[src/rtl/cnt_snapshot_logger.sv]
// cnt_snapshot_logger: logs din snapshots into consecutive RAM write addresses on each sample strobe
module cnt_snapshot_logger #(
  parameter int DATA_W = 8,
  parameter int ADDR_W = 4,
  parameter int DEPTH  = 16,
  parameter int WRAP   = 0
) (
  input  logic              clk,
  input  logic              Reset_N,
  input  logic              EN,
  input  logic              start,
  input  logic              stop,
  input  logic              sample,
  input  logic [DATA_W-1:0] din,
  output logic [ADDR_W-1:0] wraddress,
  output logic [DATA_W-1:0] data,
  output logic              wren,
  output logic              busy,
  output logic              full,
  output logic [ADDR_W:0]   level
);
  typedef enum logic [1:0] {IDLE, LOGGING, FULL} state_t;
  localparam logic [ADDR_W-1:0] LAST = ADDR_W'(DEPTH - 1);
  localparam logic [ADDR_W:0]   LDEP = (ADDR_W + 1)'(DEPTH);
  state_t              state_q, state_d;
  logic [ADDR_W-1:0]   ptr_q, ptr_d;
  logic [ADDR_W:0]     level_q, level_d;
  logic                acc;
  logic                pend_q;
  logic [ADDR_W-1:0]   pend_addr_q;
  logic [DATA_W-1:0]   pend_data_q;
  logic                wren_q, busy_q, full_q;
  logic [ADDR_W-1:0]   addr_q;
  logic [DATA_W-1:0]   data_q;
  always_comb begin
    state_d = state_q;
    ptr_d   = ptr_q;
    level_d = level_q;
    acc     = 1'b0;
    if (EN) begin
      if (stop) begin
        state_d = IDLE;
      end else if (start) begin
        state_d = LOGGING;
        ptr_d   = '0;
        level_d = '0;
      end else if (sample && state_q == LOGGING) begin
        acc     = 1'b1;
        ptr_d   = (ptr_q == LAST) ? '0 : ptr_q + 1'b1;
        level_d = (level_q == LDEP) ? level_q : level_q + 1'b1;
        state_d = (WRAP == 0 && level_q + 1'b1 == LDEP) ? FULL : LOGGING;
      end
    end
  end
  // Accepted samples sit one cycle in the pend stage; reset there cancels the write
  always_ff @(posedge clk) begin
    if (!Reset_N) begin
      state_q     <= IDLE;
      ptr_q       <= '0;
      level_q     <= '0;
      pend_q      <= 1'b0;
      pend_addr_q <= '0;
      pend_data_q <= '0;
      wren_q      <= 1'b0;
      addr_q      <= '0;
      data_q      <= '0;
      busy_q      <= 1'b0;
      full_q      <= 1'b0;
    end else begin
      state_q     <= state_d;
      ptr_q       <= ptr_d;
      level_q     <= level_d;
      pend_q      <= acc;
      pend_addr_q <= ptr_q;
      pend_data_q <= din;
      wren_q      <= pend_q;
      addr_q      <= pend_q ? pend_addr_q : addr_q;
      data_q      <= pend_q ? pend_data_q : data_q;
      busy_q      <= state_d == LOGGING;
      full_q      <= level_d == LDEP;
    end
  end
  assign wraddress = addr_q;
  assign data      = data_q;
  assign wren      = wren_q;
  assign busy      = busy_q;
  assign full      = full_q;
  assign level     = level_q;
endmodule
[config.mk]
export PLATFORM = sky130hd
export DESIGN_NAME = cnt_snapshot_logger
export DESIGN_NICKNAME = d
export VERILOG_FILES = /design/src/rtl/cnt_snapshot_logger.sv
export SDC_FILE = /design/constraint.sdc
export NUM_CORES = 1
export LEC_CHECK = 0
export CAP_MARGIN = 20
export CORE_MARGIN = 2
export CORE_UTILIZATION = 44
export CTS_BUF_LIST = sky130_fd_sc_hd__clkbuf_8 sky130_fd_sc_hd__clkbuf_16
export DETAILED_ROUTE_END_ITERATION = 6
export PLACE_DENSITY = 0.82
export SYNTH_ARGS = -nofsm -noshare
export SYNTH_HDL_FRONTEND = slang
export SYNTH_SLANG_ARGS = --single-unit
[constraint.sdc]
create_clock -name clk -period 1.55 [get_ports clk]
set_input_delay 0.155 -clock clk [delete_from_list [all_inputs] [get_ports clk]]
set_output_delay 0.155 -clock clk [all_outputs]
set_load 0.02 [all_outputs]
# == Word-level counts from Yosys, hierarchy flattened ==
# Cells that the tools add are included.
# totals
ff_bits,39
input_bits,14
output_inout_bits,20
elab_cells,40
# op_classes
addsub,2
eq_ne,6
mux,14
bitwise_logic,3
reduce_logical,4
# ops
cell,count
5-bit two-way mux,5
"5-bit == test, second input constant",3
4-bit two-way mux,3
2-bit two-way mux,5
"5-bit by 1-bit adder with 5-bit output, second input constant",1
"4-bit by 1-bit adder with 4-bit output, second input constant",1
"2-bit by 1-bit == test with 1-bit output, second input constant",2
"4-bit == test, second input constant",1
4-bit OR reduction,1
1-bit inverter,3
3-bit AND reduction,1
2-bit nonzero test,1
1-bit logical AND,1
1-bit two-way mux,1

# == Logic depth before layout (Yosys ltp) ==
# Gate-level depths: netlist of the first run.
# logic_depth
depth_word,8
depth_mapped,7
mapped_depth_nobuf,7

# == Worst setup path before layout of the first run ==
# No wires, ideal clock.
# synth_timing
kind,register to register
startpoint,register level_q[1] (netlist: level[1])
endpoint,register full_q (netlist: full)
setup_ns,0.088
t_arrival_ns,1.758
required_time_ns,1.462
path_slack_ns,-0.296
path_stages_with_launch,6
n_path_buf,0
synth_period_minus_slack_ns,1.846
path_cell_list,dfxtp_1 -> ha_1 -> nand4_1 -> or4_1 -> a31o_1 -> nor4_2
# synth_between
elab_chain_cells,7
word_cells_on_any_way,8
# synth_rtl
element,line_no,text
from (decl),27,"logic [ADDR_W:0] level_q, level_d;"
from (signal assigned),72,level_q <= level_d;
5-bit by 1-bit adder with 5-bit output / 5-bit == test (equally long branches),50,level_d = (level_q == LDEP) ? level_q : level_q + 1'b1;
5-bit two-way mux,50,
5-bit two-way mux,47,end else if (sample && state_q == LOGGING) begin
5-bit two-way mux,43,end else if (start) begin
5-bit two-way mux,41,if (stop) begin
5-bit two-way mux *,40,if (EN) begin
5-bit == test *,80,full_q <= level_d == LDEP;
to (signal assigned),68,full_q <= 1'b0;
to (signal assigned),80,
to (decl),32,"logic wren_q, busy_q, full_q;"
# Every way passes the cells marked *; elsewhere a longest branch is shown, timed or not.
# A chain may end at the register's enable or synchronous reset.

# == Worst setup path in the final report of the first run ==
# layout_timing
startpoint,register state_q[1]
endpoint,register full_q (netlist: full)
# layout_between
elab_chain_cells,7
# layout_rtl
element,line_no,text
from (decl),25,"state_t state_q, state_d;"
from (signal assigned),70,state_q <= state_d;
2-bit by 1-bit == test with 1-bit output,47,
1-bit logical AND,47,
5-bit two-way mux,47,
5-bit two-way mux,43,
5-bit two-way mux,41,
5-bit two-way mux,40,
5-bit == test,80,
# No other way between the ends.

==> summary.md, run 1 <==
| Metric | Value |
|---|---|
| Crit path capture type | flip-flop |
| Final count of negative-setup-slack endpoints | 1 |
| Area fraction in compound gates after synthesis | ~12% |
| Horizontal die dimension | about 63 µm |
| Worst min-delay path category | input port to flip-flop |
| Cell total after placement | 250 |
| Clock Root Buffer | sky130_fd_sc_hd__clkbuf_8 |
| Post-detailed-placement half-perimeter wirelength | between 2 and 3 mm |
| Largest net degree at the start of global routing | 20 |
| Static leakage | between 0.9 and 1 nW |
| Number of DRC violations after detailed-routing iteration 0 | 50 |
| Global-route wire length before repair | a little under 6 mm |
| Vias in the first global route | between 1000 and 1500 |
| Primary flip-flop cell chosen by synthesis mapping | sky130_fd_sc_hd__dfxtp_1 |
| Category of cells accounting for the largest share of critical-path delay | simple AND/OR/NAND/NOR gates |
| Row count | 21 |
| Total DRC errors in the routed layout | 0 |
| Distinct cell type count after synthesis | 40 |
| Post-detailed-route count of antenna-violating nets | 0 |
| Transition time of the tightest slew-check pin | ~0.34 ns |
| Peak supply drop | 0.542 mV |
| Final worst path period need | between 1.5 and 2 ns |
| Final core utilization | 67.4% |
| Final count of hold timing violations | 0 |
| Starting density of the core | 46.0% |
| Portion of netlist area occupied by mux cells | ~8.5% |
| Biggest cell delay along the critical path | 0.40 ns |
| NumNets Final | 234 |
| EDFF count, synth | 0 |
| Startpoint-to-endpoint class of the critical path | flip-flop to flip-flop |
| Final Max Slew Viols | 0 |
| Filler Cell Count | between 200 and 300 |
| Multi-input gate area | 717 µm² |
| Sequential cell area | approximately 790 µm² |
| Setup repair after global routing missed its margin | true |
| Critical path's slowest cell | sky130_fd_sc_hd__or4_1 |
| Highest layer used for signal routing | met4 |
| Number of buffers and inverters on the critical path | 0 |
| Layout overhead on the synthesized area | 46.6% |
| Relative slew slack | between 70% and 80% |
| # hold bufs at CTS | 0 |
| Logic depth of the worst register-to-register path | 5 |
| Max clock buf depth | 2 |
| Met2 wirelength from detailed routing | about 1.8 mm |
| Global route total overflow | 0 |
| DR WL/cell | ~13 µm |
| Post-synthesis sequential area ratio | 50.9% |
| Critical-path cell list | and3b_2 -> nand4_1 -> or4_1 -> a31o_1 -> nor4_2 |
| Layout cell share with drive strength beyond 1 | between 20% and 30% |
| Hold wc startpoint | din[0] |
| Via count | about 1300 |
| Final critical-path share of the clock period | 102% |
| Net Count, Synth | 175 |
| Run status | finished with violations |
| Clock latency reported for the late side of the worst-skew pair | roughly 0.28 ns |
| Number of detailed-routing iterations run before antenna repair | 4 |
| Most common library cell in the layout ignoring fill and taps | sky130_fd_sc_hd__dfxtp_1 |
| Critical Path Source Type | flip-flop |
| Total global routing track utilization | between 10% and 20% |
| Highest-count cells in the layout ignoring fill and taps | sky130_fd_sc_hd__dfxtp_1, sky130_fd_sc_hd__clkdlybuf4s50_1, sky130_fd_sc_hd__buf_4, sky130_fd_sc_hd__nor2_1, sky130_fd_sc_hd__and2_1 |
| CTS tree | built |
| Post-synthesis simple-gate area fraction | 21.3% |
| Routed length on met1 | between 1 and 1.5 mm |
| Final worst-path setup slack | -0.0314 ns |
| Peak fanout along the critical path | 4 |
| Worst path required time | around 1.8 ns |
| Hold path endpoint | pend_data_q[0] |
| Final Hold Slack | ~0.45 ns |
| Antenna violations before repair | 0 |
| H-tree levels | 2 |
| Diodes inserted | 0 |
| Reg-to-reg setup timing slack | -0.03 ns |
| I/O pin cnt | 34 |
| Power per standard cell area | between 900 and 1000 mW/mm² |
| Clock transition at the registers of the reported paths | 0.07 ns |
| Maximum clock frequency | around 0.63 GHz |
| Die H | 63.0 µm |
| Max Cap Viol | 0 |
| Total Wirelength | 3.44 mm |
| Detailed route wirelength on metal3 | approximately 170 µm |
| Proportion of synthesized flip-flops having asynchronous set or reset | 0% |
| Placer's final routability congestion estimate | between 0.8 and 0.9 |
| Failing checks | negative setup slack |
| Post-synthesis xor/xnor area fraction | less than 1% |
| Synthesized area divided by synthesized cell count | about 10 µm² |
| Data arrival time at the worst-slack endpoint | roughly 1.8 ns |
| Worst-case clock skew | between 0.002 and 0.003 ns |
| Count of input and output buffers | 33 |
| Total power draw | around 2.0 mW |
| Largest family of logic cells by synthesized area | simple AND/OR/NAND/NOR gates |
| Synthesized instance count | ~160 |
| Endpoint of the lowest-slack register-to-register path | full |
| Yosys warning total | 0 |
| Worst Hold Path Cells | 2 |
| Startpoint of the lowest-slack register-to-register path | state_q[1] |
| Yosys reg bits | 39 |
| Vias per inst | approximately 5 |
| Summed instance area of the synthesized netlist | between 0.0015 and 0.002 mm² |
| Die Footprint | just under 0.004 mm² |
| Post-route insts no fill | 263 |
| Adder-cell share of the synthesized area | around 3.3% |
| TritonCTS Buffers | 5 |
| Core outline area | 0.00334 mm² |
| Clock sink count | 39 |
## worst max path at each step
stage,start,end,slack (ns),cells past startpoint
floorplan,level[0],full,-0.02,5
detailed placement,sample,full,-0.50,6
finish,state_q[1],full,-0.03,5
CTS,level[1],full,-0.03,6
global route,state_q[1],full,-0.16,5
global placement,sample,full,-0.36,6
## state kept, by name (all words and copies together) (netlist names)
register,flops
wraddress,4
data,8
pend_data_q,8
full,1
wren,1
pend_addr_q,4
state_q,2
ptr_q,4
busy,1
level,5
pend_q,1
## routing by layer
layer / track usage (%) / vias up
met2: 34.3 / 42
met1: 20.3 / 612
met4: 6.94 / 0
met3: 4.14 / 5
li1: - / 656
met5: 0 / -
## cells by family (layout without fill, tap and decap cells)
logic type	count (synthesis)	after routing
buffers and inverters	14	74
adders and majority gates	4	4
AOI/OAI and AO/OA	27	27
muxes	13	13
and+or+nand+nor	59	59
DFF	39	39
xor gates and xnor gates	1	1
## stage by stage
step           cell area, µm²  setup TNS, ns  setup slack [ns]
6_report                 2250        -0.0314           -0.0314
3_3_place_gp             2070          -1.08            -0.356
4_1_cts                  2240        -0.0280           -0.0280
3_5_place_dp             2070          -1.69            -0.497
2_1_floorplan            1560        -0.0172           -0.0172
5_1_grt                  2250         -0.158            -0.158
## worst register-to-register path: stages (launching register included)
cell                      delay (ns)
sky130_fd_sc_hd__dfxtp_2        0.33
sky130_fd_sc_hd__and3b_2        0.25
sky130_fd_sc_hd__nand4_1        0.09
sky130_fd_sc_hd__or4_1          0.40
sky130_fd_sc_hd__a31o_1         0.21
sky130_fd_sc_hd__nor4_2         0.21
## report_power, final
group / total [mW] / internal [mW] / switching, mW
sequential: 1.02 / 1.01 / 0.00518
clock: 0.903 / 0.572 / 0.332
combinational: 0.113 / 0.0646 / 0.0484
## cell usage after synthesis (all sizes together) (2+ instances only)
library cell	n	area (µm²)
nor3	2	10.0
nor4	2	18.8
ha	4	50.1
and2	16	100
nand2	5	18.8
nand3	3	15.0
inv	7	26.3
clkbuf	3	11.3
mux2i	13	130
o21ai	9	45.0
a21oi	4	20.0
nor2	19	71.3
nand3b	3	22.5
a22oi	3	22.5
buf	4	23.8
dfxtp	39	781
## area by class of cell
class	instances	share of cell area (%)
multi-input cells	104	31.9
repair buffers	59	23.4
well taps	46	2.56
clock buffers	6	4.17
inverters	7	1.17
flip-flops and latches	39	35.3
clock inverters	2	1.50
## repair_timing
item                       4_1_cts  5_1_grt
setup endpoints to repair        5        3
buffers inserted                 5        0
gates resized for setup          6        4
pin swaps                        3        2
cloned                           0        0
(Power assumes the default switching activity.)
==> inputs of run 2 (changes only) <==
==> config.mk (replaced) <==
export PLATFORM = sky130hd
export DESIGN_NAME = cnt_snapshot_logger
export DESIGN_NICKNAME = d
export VERILOG_FILES = /design/src/rtl/cnt_snapshot_logger.sv
export SDC_FILE = /design/constraint.sdc
export NUM_CORES = 1
export LEC_CHECK = 0
export CAP_MARGIN = 20
export CELL_PAD_IN_SITES_DETAIL_PLACEMENT = 2
export CELL_PAD_IN_SITES_GLOBAL_PLACEMENT = 2
export CORE_MARGIN = 2
export CORE_UTILIZATION = 28
export CTS_BUF_LIST = sky130_fd_sc_hd__clkbuf_2
export DETAILED_ROUTE_END_ITERATION = 6
export PLACE_DENSITY = 0.84
export SYNTH_ARGS = -nofsm -noshare
export SYNTH_HDL_FRONTEND = slang
export SYNTH_SLANG_ARGS = --single-unit
==> run 2 against run 1 <==
Routed wire length increased by 30%. Global-route usage decreased by 2.8 points. Power decreased by 14%. The flow still finishes with violations (negative setup slack). Worst setup slack got worse by 0.069 ns. Largest cell class unchanged. Die area increased by 53%.
==> summary.md, run 2 (synthesis gave the netlist of run 1 again) <==
| Metric | Value |
|---|---|
| Run status | finished with violations |
| Failing checks | negative setup slack |
| Startpoint-to-endpoint class of the critical path | flip-flop to flip-flop |
| Number of DRC violations after detailed-routing iteration 0 | 26 (-48%) |
| Critical path's slowest cell | sky130_fd_sc_hd__dfxtp_4 |
| CTS tree | built |
| Highest-count cells in the layout ignoring fill and taps | sky130_fd_sc_hd__dfxtp_1, sky130_fd_sc_hd__buf_4, sky130_fd_sc_hd__nor2_1, sky130_fd_sc_hd__and2_1, sky130_fd_sc_hd__clkdlybuf4s50_1 |
| Worst-case clock skew | 0.0287 ns (+0.0259 ns) |
| Layout overhead on the synthesized area | 49.4% |
| Total global routing track utilization | 15.7% (-2.8 points) |
| Critical-path cell list | ha_4 -> nand4_1 -> or4_1 -> a31o_1 -> nor4_2 |
| Reg-to-reg setup timing slack | -0.10 ns (-0.07 ns) |
| # hold bufs at CTS | 0 (unchanged) |
| Count of input and output buffers | 33 (unchanged) |
| Total Wirelength | 4.46 mm (+30%) |
| Crit path launch | level[0] |
| Clock latency reported for the late side of the worst-skew pair | 0.40 ns (+0.12 ns) |
| Clock Root Buffer | sky130_fd_sc_hd__clkbuf_2 |
| NumNets Final | 237 (+1.3%) |
| Horizontal die dimension | 78.0 µm (+24%) |
| Logic depth of the worst register-to-register path | 5 (unchanged) |
| Final core utilization | 44.0% (-23 points) |
| Largest net degree at the start of global routing | 18 (-10%) |
| Number of buffers and inverters on the critical path | 0 (unchanged) |
| Core outline area | 0.00520 mm² (+56%) |
| Most common library cell in the layout ignoring fill and taps | sky130_fd_sc_hd__dfxtp_1 |
| Final worst-path setup slack | -0.100 ns (-0.0688 ns) |
| Starting density of the core | 29.5% (-16 points) |
| Setup repair after global routing missed its margin | true |
| Worst path depth | 5 (unchanged) |
| Max clock buf depth | 2 (unchanged) |
| Final Max Slew Viols | 0 (unchanged) |
| Clock transition at the registers of the reported paths | 0.21 ns (+0.14 ns) |
| Worst min-delay path category | input port to flip-flop |
| Antenna violations before repair | 0 (unchanged) |
| Power per standard cell area | 759 mW/mm² (-16%) |
| DR WL/cell | 15.4 µm (+17%) |
| Crit path capture type | flip-flop |
| Transition time of the tightest slew-check pin | 0.460 ns (+0.119 ns) |
| Final critical-path share of the clock period | 106% (+4.4 points) |
| Setup TNS Final | -0.213 ns (-0.182 ns) |
| Die Footprint | 0.00609 mm² (+53%) |
| Number of detailed-routing iterations run before antenna repair | 4 (unchanged) |
| Startpoint of the lowest-slack register-to-register path | level[0] |
| Post-detailed-route count of antenna-violating nets | 0 (unchanged) |
| Critical Path Source Type | flip-flop |
| Maximum clock frequency | 0.606 GHz (-4.2%) |
| Final count of negative-setup-slack endpoints | 5 (+4) |
| Vias in the first global route | 1473 (+9.6%) |
| Placer's final routability congestion estimate | 0.767 (-9.4%) |
| Diodes inserted | 0 (unchanged) |
| Vias per inst | 4.77 (-4.6%) |
| Final worst path period need | 1.65 ns (+0.0688 ns) |
| H-tree levels | 2 (unchanged) |
| Worst path required time | 1.89 ns (+0.14 ns) |
| Clock sink count | 39 (unchanged) |
| Peak supply drop | 0.454 mV (-16%) |
| I/O pin cnt | 34 (unchanged) |
| Final Hold Slack | 0.313 ns (-0.140 ns) |
| Data arrival time at the worst-slack endpoint | 1.99 ns (+0.21 ns) |
| Peak fanout along the critical path | 4 (unchanged) |
| TritonCTS Buffers | 5 (unchanged) |
| Static leakage | 1.06 nW (+16%) |
| Biggest cell delay along the critical path | 0.43 ns (+0.03 ns) |
| Global-route wire length before repair | 7.46 mm (+29%) |
| Category of cells accounting for the largest share of critical-path delay | simple AND/OR/NAND/NOR gates |
| Layout cell share with drive strength beyond 1 | 25.0% (+3.8 points) |
| Max Cap Viol | 0 (unchanged) |
| Post-detailed-placement half-perimeter wirelength | 3.21 mm (+26%) |
| Final count of hold timing violations | 0 (unchanged) |
| Total DRC errors in the routed layout | 0 (unchanged) |
| Via count | 1383 (+5.2%) |
| Global route total overflow | 0 (unchanged) |
| Row count | 26 (+24%) |
| Die H | 78.0 µm (+24%) |
| CP endpoint | full |
| Relative slew slack | 69.1% (-7.9 points) |
| Endpoint of the lowest-slack register-to-register path | full |
run 2: cell count changes in the layout (fill, tap and decap cells not counted), moves of 2 or more:
cell,delta
sky130_fd_sc_hd__o21ai_1,+2
sky130_fd_sc_hd__clkdlybuf4s50_1,-14
sky130_fd_sc_hd__o21ai_0,-3
sky130_fd_sc_hd__dlymetal6s2s_1,+6
sky130_fd_sc_hd__clkbuf_2,+5
sky130_fd_sc_hd__dlygate4sd2_1,+7
sky130_fd_sc_hd__buf_6,+2
sky130_fd_sc_hd__clkbuf_8,-5
run 2: area by class of cell:
class,count,area (µm²)
inverter,7,26.3
sequential,39,793
clock buffer,5,25.0
multi-input combinational,104,758
tap,70,87.6
clock inverter,3,38.8
timing repair buffer,62,563
fill,569,2910
run 2: timing repair:
action	in CTS	in global routing
endpoints found under the setup margin	15	18
setup buffers	6	3
pin swaps	2	3
gates resized for setup	21	17
hold endpoints to repair	0	0
run 2: layer usage:
layer  share of wire, %  vias up  wire [µm]  track usage, %
li1                   -      666          -               -
met1                 44      680       1980            20.0
met2                 50       29       2220            25.8
met3                4.2        8        189            4.02
met4                1.6        0         73            5.61
met5                  0        -          0               0
run 2: worst min path at each step:
| stage | slack (ns) | endpoint | start | depth (start not counted) |
|---|---|---|---|---|
| after global routing | 0.28 | pend_data_q[3] | din[3] | 2 |
| after global placement | 0.44 | data[1] | pend_data_q[1] | 2 |
| after detailed placement | 0.46 | data[5] | pend_data_q[5] | 2 |
| after floorplan | 0.28 | level[0] | Reset_N | 1 |
| final | 0.31 | pend_data_q[5] | din[5] | 2 |
| after CTS | 0.29 | pend_data_q[5] | din[5] | 2 |
run 2: through the flow:
stage | total power [mW] | setup WS [ns] | instance area (µm²) | std cells
2_1_floorplan | 1.08 | -0.0172 | 1560 | 157
3_3_place_gp | 1.16 | -0.353 | 2110 | 276
3_5_place_dp | 1.16 | -0.427 | 2110 | 276
4_1_cts | 1.76 | -0.110 | 2230 | 289
5_1_grt | 1.82 | -0.207 | 2290 | 290
6_report | 1.74 | -0.100 | 2290 | 290
run 2: where the power goes:
| part | total [mW] | internal [mW] | switching (mW) |
|---|---|---|---|
| sequential | 1.02 | 1.01 | 0.00507 |
| clock | 0.596 | 0.265 | 0.331 |
| combinational | 0.124 | 0.0695 | 0.0550 |
==> inputs of run 3 (changes only) <==
--- a/config.mk
+++ b/config.mk
@@ -12,7 +12,7 @@
 export CORE_UTILIZATION = 28
 export CTS_BUF_LIST = sky130_fd_sc_hd__clkbuf_2
 export DETAILED_ROUTE_END_ITERATION = 6
-export PLACE_DENSITY = 0.84
+export PLACE_DENSITY_LB_ADDON = 0.1
 export SYNTH_ARGS = -nofsm -noshare
 export SYNTH_HDL_FRONTEND = slang
 export SYNTH_SLANG_ARGS = --single-unit
==> constraint.sdc (replaced) <==
create_clock -name clk -period 1.35 [get_ports clk]
set_input_delay 0.135 -clock clk [delete_from_list [all_inputs] [get_ports clk]]
set_output_delay 0.135 -clock clk [all_outputs]
set_load 0.02 [all_outputs]
==> run 3 against run 2 <==
The flow still finishes with violations (negative setup slack). Critical path depth unchanged. Die area did not move. Register-to-register slack worse by 0.22 ns. Maximum frequency down 1.3%. First-iteration DRC count rose by 69%. Clock skew is 0.010 ns lower. Clock-buffer cell count rose by 2. Non-clock buffer count rose by 8. Utilization rose by 0.34 points. Flip-flop and latch count is the same. Design area up 0.76%. Sequential share of layout area is essentially flat. Largest cell class unchanged.
==> summary.md, run 3 (synthesis gave the netlist of run 1 again) <==
| Metric | Value |
|---|---|
| Run status | finished with violations |
| Failing checks | negative setup slack |
| Clock transition at the registers of the reported paths | 0.20 ns (about the same) |
| Crit path launch | level[0] |
| Number of detailed-routing iterations run before antenna repair | 4 (unchanged) |
| I/O pin cnt | 34 (unchanged) |
| Total Wirelength | 4.89 mm (+9.6%) |
| Layout cell share with drive strength beyond 1 | 29.8% (+4.8 points) |
| TritonCTS Buffers | 5 (unchanged) |
| Total DRC errors in the routed layout | 0 (unchanged) |
| Largest net degree at the start of global routing | 16 (-2) |
| Count of input and output buffers | 33 (unchanged) |
| Total global routing track utilization | 16.7% (+0.99 points) |
| Global-route wire length before repair | 7.95 mm (+6.6%) |
| Clock Root Buffer | sky130_fd_sc_hd__clkbuf_2 |
| Placer's final routability congestion estimate | 0.811 (+5.7%) |
| Vias in the first global route | 1593 (+8.1%) |
| Die H | 78.0 µm (unchanged) |
| Horizontal die dimension | 78.0 µm (unchanged) |
| Row count | 26 (unchanged) |
| Highest-count cells in the layout ignoring fill and taps | sky130_fd_sc_hd__buf_4, sky130_fd_sc_hd__dfxtp_1, sky130_fd_sc_hd__nor2_1, sky130_fd_sc_hd__and2_1, sky130_fd_sc_hd__dlygate4sd2_1 |
| Peak supply drop | 0.331 mV (-27%) |
| Clock latency reported for the late side of the worst-skew pair | 0.38 ns (-0.02 ns) |
| Critical Path Source Type | flip-flop |
| Endpoint of the lowest-slack register-to-register path | full |
| DR WL/cell | 16.4 µm (+6.7%) |
| Reg-to-reg setup timing slack | -0.32 ns (-0.22 ns) |
| Final Max Slew Viols | 0 (unchanged) |
| Post-detailed-placement half-perimeter wirelength | 3.55 mm (+11%) |
| Diodes inserted | 0 (unchanged) |
| Number of DRC violations after detailed-routing iteration 0 | 44 (+69%) |
| Transition time of the tightest slew-check pin | 0.420 ns (-0.0400 ns) |
| Die Footprint | 0.00609 mm² (unchanged) |
| H-tree levels | 2 (unchanged) |
| Hold wc startpoint | din[2] |
| Peak fanout along the critical path | 5 (+1) |
| Most common library cell in the layout ignoring fill and taps | sky130_fd_sc_hd__buf_4 |
| Relative slew slack | 72.0% (+2.9 points) |
| Placed standard-cell area | 0.00217 mm² (+2.7%) |
| Setup repair after global routing missed its margin | true |
| Max clock buf depth | 2 (unchanged) |
| Worst-case clock skew | 0.0183 ns (-0.0104 ns) |
| Power per standard cell area | 790 mW/mm² (+4.0%) |
| Critical path's slowest cell | sky130_fd_sc_hd__or4_1 |
| Via count | 1406 (+1.7%) |
| Starting density of the core | 29.5% (unchanged) |
| Worst min-delay path category | input port to flip-flop |
| Final critical-path share of the clock period | 124% (+17 points) |
| Number of buffers and inverters on the critical path | 0 (unchanged) |
| Layout overhead on the synthesized area | 50.6% |
| Hold path endpoint | pend_data_q[2] |
| Final worst path period need | 1.67 ns (+0.0221 ns) |
| Final count of hold timing violations | 0 (unchanged) |
| Final worst-path setup slack | -0.322 ns (-0.222 ns) |
| Crit path capture type | flip-flop |
| Startpoint of the lowest-slack register-to-register path | level[0] |
| Core outline area | 0.00520 mm² (unchanged) |
| NumNets Final | 245 (+3.4%) |
| Maximum clock frequency | 0.598 GHz (-1.3%) |
| CTS tree | built |
| Worst Hold Path Cells | 2 (unchanged) |
| Worst path required time | 1.66 ns (-0.23 ns) |
| Startpoint-to-endpoint class of the critical path | flip-flop to flip-flop |
| # hold bufs at CTS | 0 (unchanged) |
| Global route total overflow | 0 (unchanged) |
| Critical-path cell list | ha_4 -> nand4_1 -> or4_1 -> a31o_1 -> nor4_2 |
| Static leakage | 0.987 nW (-6.9%) |
| Max Cap Viol | 0 (unchanged) |
| Final design area excluding fillers | 0.00231 mm² (+0.76%) |
| Final count of negative-setup-slack endpoints | 12 (+7) |
| Biggest cell delay along the critical path | 0.53 ns (+0.10 ns) |
| Post-detailed-route count of antenna-violating nets | 0 (unchanged) |
| Logic depth of the worst register-to-register path | 5 (unchanged) |
| Final core utilization | 44.4% (+0.34 points) |
| Category of cells accounting for the largest share of critical-path delay | simple AND/OR/NAND/NOR gates |
| Data arrival time at the worst-slack endpoint | 1.98 ns (about the same) |
| Clock sink count | 39 (unchanged) |
| Antenna violations before repair | 0 (unchanged) |
| Vias per inst | 4.72 (-1.1%) |
## run 3: cell types whose count changed in the layout (fill, tap and decap cells not counted), moves of 2 or more
cell,before,now
sky130_fd_sc_hd__dfxtp_4,2,4
sky130_fd_sc_hd__dlymetal6s2s_1,8,0
sky130_fd_sc_hd__clkbuf_2,5,7
sky130_fd_sc_hd__dlygate4sd2_1,10,15
sky130_fd_sc_hd__buf_2,0,4
sky130_fd_sc_hd__dfxtp_2,4,2
sky130_fd_sc_hd__buf_4,27,35
## run 3: worst max-delay path by stage
stage                     endpoint  slack (ns)  cells past startpoint
after floorplan               full       -0.20                      5
after global placement        full       -0.52                      6
after detailed placement  level[0]       -0.66                      7
after CTS                     full       -0.30                      5
after global routing          full       -0.45                      5
final                         full       -0.32                      5
## run 3: per-stage QoR
step           instances  setup TNS, ns  hold WS, ns  worst slack [ns]  power, mW
3_3_place_gp         281          -4.44        0.448            -0.523       1.33
3_5_place_dp         281          -6.22        0.464            -0.661       1.34
5_1_grt              298          -3.11        0.257            -0.449       1.94
2_1_floorplan        157         -0.379        0.256            -0.197       1.24
6_report             298          -1.91        0.314            -0.322       1.82
4_1_cts              295          -2.58        0.298            -0.303       1.86
## run 3: area by class of cell
| cell class | instances | area (µm²) |
|---|---|---|
| Inverter | 7 | 26.3 |
| Multi-Input combinational cell | 104 | 772 |
| Tap cell | 70 | 87.6 |
| Sequential cell | 39 | 798 |
| Clock buffer | 7 | 35.0 |
| Fill cell | 578 | 2900 |
| Clock inverter | 1 | 5.00 |
| Timing Repair Buffer | 70 | 586 |
## run 3: metal layers
metal  track usage [%]  part of all wire, %  vias to the layer above
met1              17.9                   40                      693
li1                  -                    -                      678
met5                 0                    0                        -
met4              5.09                  1.0                        0
met3              3.33                  2.9                        5
met2              32.6                   56                       30
## run 3: power breakdown
part | internal (mW) | leakage (nW) | switching [mW] | total [mW]
registers | 1.16 | 0.321 | 0.00567 | 1.17
logic | 0.0790 | 0.633 | 0.0658 | 0.145
clock network | 0.142 | 0.0330 | 0.371 | 0.513
## run 3: timing repair
action | in CTS | in global routing
setup buffers | 6 | 3
endpoints found under the setup margin | 33 | 14
endpoints found under the hold margin | 0 | 0
resized for setup | 45 | 5
pin swaps | 2 | 2
